--- config.mk ---
export PLATFORM = sky130hd
export DESIGN_NAME = cordic_iter_ctrl
export DESIGN_NICKNAME = d
export VERILOG_FILES = /design/src/rtl/cordic_iter_ctrl.sv
export SDC_FILE = /design/constraint.sdc
export NUM_CORES = 1
export LEC_CHECK = 0
export BUFFER_PORTS_ARGS = -buffer_cell sky130_fd_sc_hd__buf_2
export CAP_MARGIN = 40
export CORE_UTILIZATION = 41
export DETAILED_ROUTE_END_ITERATION = 12
export PLACE_DENSITY = 0.76
export SLEW_MARGIN = 15
export SYNTH_ARGS = -nofsm -noshare
export SYNTH_HDL_FRONTEND = slang
export SYNTH_SLANG_ARGS = --single-unit
--- constraint.sdc ---
create_clock -name clk -period 1.3 [get_ports clk]
set_input_delay 0.195 -clock clk [delete_from_list [all_inputs] [get_ports clk]]
set_output_delay 0.195 -clock clk [all_outputs]
set_load 0.02 [all_outputs]
--- src/rtl/cordic_iter_ctrl.sv ---
// cordic_iter_ctrl: CORDIC operation sequencer (load, ITER steps, optional scale, held result-valid).
// Define CORDIC_SCALE_EN to insert the one-cycle SCALE state with its scl strobe.
module cordic_iter_ctrl #(
  parameter int ITER  = 16,
  parameter int IDX_W = 5
) (
  input  logic             clk,
  input  logic             rst_n,
  input  logic             start,
  input  logic             mode,
  input  logic             clr,
  input  logic             d,
  input  logic             dn,
  input  logic             ack,
  output logic             busy,
  output logic             ld,
  output logic             en,
  output logic [IDX_W-1:0] idx,
  output logic             v,
  output logic             valid,
  output logic             err,
  output logic             scl
);
  typedef enum logic [2:0] {
    S_IDLE,
    S_LOAD,
    S_ITER,
`ifdef CORDIC_SCALE_EN
    S_SCALE,
`endif
    S_DONE
  } state_t;
  state_t state, nxt;
  logic accept, last;
  assign accept = state == S_IDLE && start && !clr;
  assign last   = idx == IDX_W'(ITER - 1);
  always_comb begin
    nxt = state;
    case (state)
      S_IDLE:  nxt = accept ? S_LOAD : S_IDLE;
      S_LOAD:  nxt = S_ITER;
`ifdef CORDIC_SCALE_EN
      S_ITER:  nxt = last ? S_SCALE : S_ITER;
      S_SCALE: nxt = S_DONE;
`else
      S_ITER:  nxt = last ? S_DONE : S_ITER;
`endif
      S_DONE:  nxt = ack ? S_IDLE : S_DONE;
      default: nxt = S_IDLE;
    endcase
    if (clr) nxt = S_IDLE;
  end
  // outputs are registered from the next state so they line up with it
  always_ff @(posedge clk or negedge rst_n) begin
    if (!rst_n) begin
      state <= S_IDLE;
      busy  <= 1'b0;
      ld    <= 1'b0;
      en    <= 1'b0;
      valid <= 1'b0;
      idx   <= '0;
      v     <= 1'b0;
      err   <= 1'b0;
    end else begin
      state <= nxt;
      busy  <= nxt != S_IDLE;
      ld    <= nxt == S_LOAD;
      en    <= nxt == S_ITER;
      valid <= nxt == S_DONE;
      idx   <= (state == S_ITER && nxt == S_ITER) ? idx + 1'b1 : '0;
      if (accept) begin
        v   <= mode;
        err <= 1'b0;
      end else if (en && d == dn) begin
        err <= 1'b1;
      end
    end
  end
`ifdef CORDIC_SCALE_EN
  always_ff @(posedge clk or negedge rst_n) begin
    if (!rst_n) scl <= 1'b0;
    else scl <= nxt == S_SCALE;
  end
`else
  assign scl = 1'b0;
`endif
endmodule
# == After elaboration in Yosys (flattened, before gate mapping) ==
# Cells that the tools add are included.
# word_totals
reg_bits,14
latch_bits,0
mem_bits_rw,0
out_inout_bits,12
wordCells,33
n_memories,0
romBits,0
# op_classes
n_mux,8
addsub,1
bitwise_logic,0
n_mul,0
n_div,0
n_eq_ne,8
shifts,0
order_cmp,0
reduce_logical,8
# op_table
cell,n
"== test 3 x 2 -> 1 bit, second input constant",4
one-hot mux 2 bit (4 select lines),1
"== test 3 x 1 -> 1 bit, second input constant",2
"adder 5 x 1 -> 5 bit, second input constant",1
"== test 5 x 4 -> 1 bit, second input constant",1
2-to-1 mux 5 bit,1
logical AND 1 bit,4
2-to-1 mux 1 bit,4
zero test 3 bit,1
2-to-1 mux 3 bit,1
nonzero test 3 bit,1
2-to-1 mux 2 bit,1
nonzero test 2 bit,1
== test 1 bit,1
zero test 1 bit,1

# == Depth between registers and ports, before layout ==
# depth
ltp_word,9
depth_mapped,6
mapped_depth_nobuf,6

# == Worst setup path before layout ==
# Ideal clock, no wire load.
# synth_path
path_kind,register to register
from,register idx[0]
to,register idx[2]
arrival_time_ns,1.475
path_slack_ns,-0.247
n_path_buf,0
stages_incl_launch_ff,7
period_less_slack_ns,1.547
cell_sequence,dfrtp_1 ha_1 and3_1 ha_1 nor2_1 nand3b_1 nor2_1
# synth_via
elab_chain_cells,7
elab_cells_between_ends,8
# synth_rtl
element,line,text
start: declaration,18,"output logic [IDX_W-1:0] idx,"
start signal: assignment,70,idx <= (state == S_ITER && nxt == S_ITER) ? idx + 1'b1 : '0;
== test 5 x 4 -> 1 bit,36,assign last = idx == IDX_W'(ITER - 1);
2-to-1 mux 1 bit,46,S_ITER: nxt = last ? S_DONE : S_ITER;
one-hot mux 2 bit (4 select lines),39,case (state)
2-to-1 mux 3 bit,51,if (clr) nxt = S_IDLE;
== test 3 x 2 -> 1 bit,70,
logical AND 1 bit,70,
2-to-1 mux 5 bit (*),70,
# Every way passes the cells marked *; elsewhere a longest branch is shown, timed or not.
# A chain may end at the register's enable or synchronous reset.

# == Final worst setup path ==
# layout_path
from,register idx[0]
to,register idx[3]
# Same word-level chain as after synthesis.

==> flow_summary.ini <==
[synth]
syn-cell-area_um2 = 564.3
synth_cell_types = 19
synth_cells = 48
synth_seq_cells = 13
yosys_warnings = 0
yosysSeqAreaShare_pct = 57.65
synthMostInstantiatedCell = dfrtp_1
synth-edff-count = 0
synth_flop_cell = dfrtp_1
synth_fp_nets = 58
synth.avg_cell_area_um2 = 11.76
synth_commonest_cells = dfrtp_1 (13), nor2_1 (9), nor3_1 (3)
synth_area_leader_cell = dfrtp_1
synth.top_cell.area_share_pct = 57.65
synthArstFlopShare_pct = 100.0
ys_top_cells_by_area = dfrtp_1 (58%), nor2_1 (6.0%), ha_1 (4.4%)

[clock_tree]
cts_resized = 0
numCtsBuffers = 3
clockBufferDepth = 2
clock-sinks = 13
path_clk_slew_ps = 70
root_buffer = clkbuf_4
clock_latency_ps = 270
htreeDepth = 1
cts_tree = built

[floorplanning]
rows = 13
die_area_um2 = 1529
fp.dieW_um = 39.10
die_h_um = 39.10
core_area_um2 = 1285
start_util_pct = 43.91
ios = 20

[setup_path]
crit_required_ps = 1510
crit_fanout = 5
path_cells = ha_4 -> and3_4 -> ha_4 -> nor2_4 -> nand3b_1 -> nor2_1
crit_type = register to register
path_common_cell = ha_4
worstRegToRegCells = 6
start_kind = register
end_kind = register
slowest_stage = dfrtp_2
slowest_delay_ps = 430
arrival_ps = 1620

[final_layout]
final_cells = 91
n_antenna_cell = 0
syn_to_final_growth_pct = 38.80
drive_gt1_share_pct = 47.37
fin_nets = 87
post-route-util_pct = 60.95

[flow_run]
maxCapViolCount = 0

[sta]
final_max_slew_viol_count = 0
finalWorstSetupSlack_ps = -118.0
fin_crit_sh_pct = 109.1
fmax_mhz = 705.2
setup_viol = 7
post-route-min-period_ps = 1418
clock_skew_ps = 1.629
finalSetupTns_ps = -723.5
timing.final.hold_violations = 0
grt_setup_unrepaired = yes

[grt]
antenna_found_initial = 0
grt_overflow_total = 0
grt_pass1_vias = 375
grt_usage_pct = 15.11
grt_max_degree = 14
grt_pass1_wl_mm = 1.518

[placed_design]
dpl_worst_slack_ps = -142.9
portBuffers = 18
place_hpwl_um = 822.8
place.gp.congestion = 0.7069
dp.cells = 84

[drt]
via_per_inst = 4.912
ant_nets = 0
drt_wl_total_mm = 1.090
drt_iter0_markers = 7
first_pass_iters = 4
routedWlPerCell_um = 11.98
dr_total_vias = 447
drc = 0

[worst_hold_path]
hold_path.class = primary input to register
worstHoldPathCells = 2

[power]
power_leakage_nw = 0.3962
fin_total_pwr_uw = 853.3
p_per_area_nw_per_um2 = 1089
ir_drop_mv = 0.4811

[run_status]
run_status = finished with violations
violations = negative setup slack
[state kept, by name (all words and copies together), names as in the netlist]
signal  cells
idx         5
state       2
busy        1
en          1
err         1
ld          1
v           1
valid       1
[cell type report]
cell class                      count  area, um2
Timing Repair Buffer               26      152.6
Tap cell                           15      18.77
Fill cell                         108      501.7
Inverter                            2      7.507
Sequential cell                    13      327.8
Clock buffer                        4      26.28
Multi-Input combinational cell     31      250.2
[metal layers]
metal	up-vias	part of all wire (%)	GRT usage [%]
met5	-	0	0
met4	0	2.5	7.759
met3	5	4.0	1.734
met2	17	58	27.92
met1	213	36	16.55
li1	212	-	-
[report_power, final]
part	switching [mW]	total, mW	internal (mW)
clock network	0.124	0.243	0.119
logic	0.0922	0.163	0.0708
registers	0.0150	0.447	0.432
[stage by stage]
stage          area (um2)  hold slack (ps)
2_1_floorplan       604.3           -100.6
3_3_place_gp        732.0            86.84
3_5_place_dp        732.0            89.09
4_1_cts             768.2            167.1
5_1_grt             783.3            162.0
6_report            783.3            159.5
[critical path: cells and delay by family, from the launching register on]
kind | cells | cell delay (ps)
AND/OR/NAND/NOR | 4 | 600
adder cells (fa/ha/maj) | 2 | 330
flip-flops | 1 | 430
[layout by cell type, fill, tap and decap left out, types with 2 or more instances in the layout]
cell type / n
a21oi_1: 2
buf_2: 18
buf_4: 7
clkbuf_4: 3
dfrtp_1: 11
dfrtp_2: 2
ha_4: 2
inv_1: 2
nand2_1: 2
nand3b_1: 2
nor2_1: 8
nor3_1: 3
xnor2_1: 2
[worst paths after layout]
check	slack (ps)	startpoint	end
setup / recovery	-120	idx[0]$_DFF_PN0_	idx[3]$_DFF_PN0_
hold / removal	160	mode	v$_DFFE_PN0N_
setup reg to reg	-120	idx[0]$_DFF_PN0_	idx[3]$_DFF_PN0_
hold reg to reg	490	err$_DFFE_PN0P_	err$_DFFE_PN0P_
max in group asynchronous	740	rst_n	idx[1]$_DFF_PN0_
min in group asynchronous	320	rst_n	v$_DFFE_PN0N_
[what timing repair did]
item / in CTS / in global routing
pin swaps: 5 / 3
hold endpoints to repair: 13 / 0
endpoints found under the setup margin: 6 / 8
setup buffers: 0 / 2
hold buffers: 1 / 0
[cells by family after synthesis]
logic type      Yosys count  synth area share, %
compound gates            2                1.774
buf+inv                   4                4.657
fa+ha+maj                 2                4.434
other cells               1               0.6646
mux                       2                4.434
xor+xnor                  3                4.657
flops                    13                57.65
simple gates             21                21.73
No activity file was read; power rests on OpenSTA's default activity.
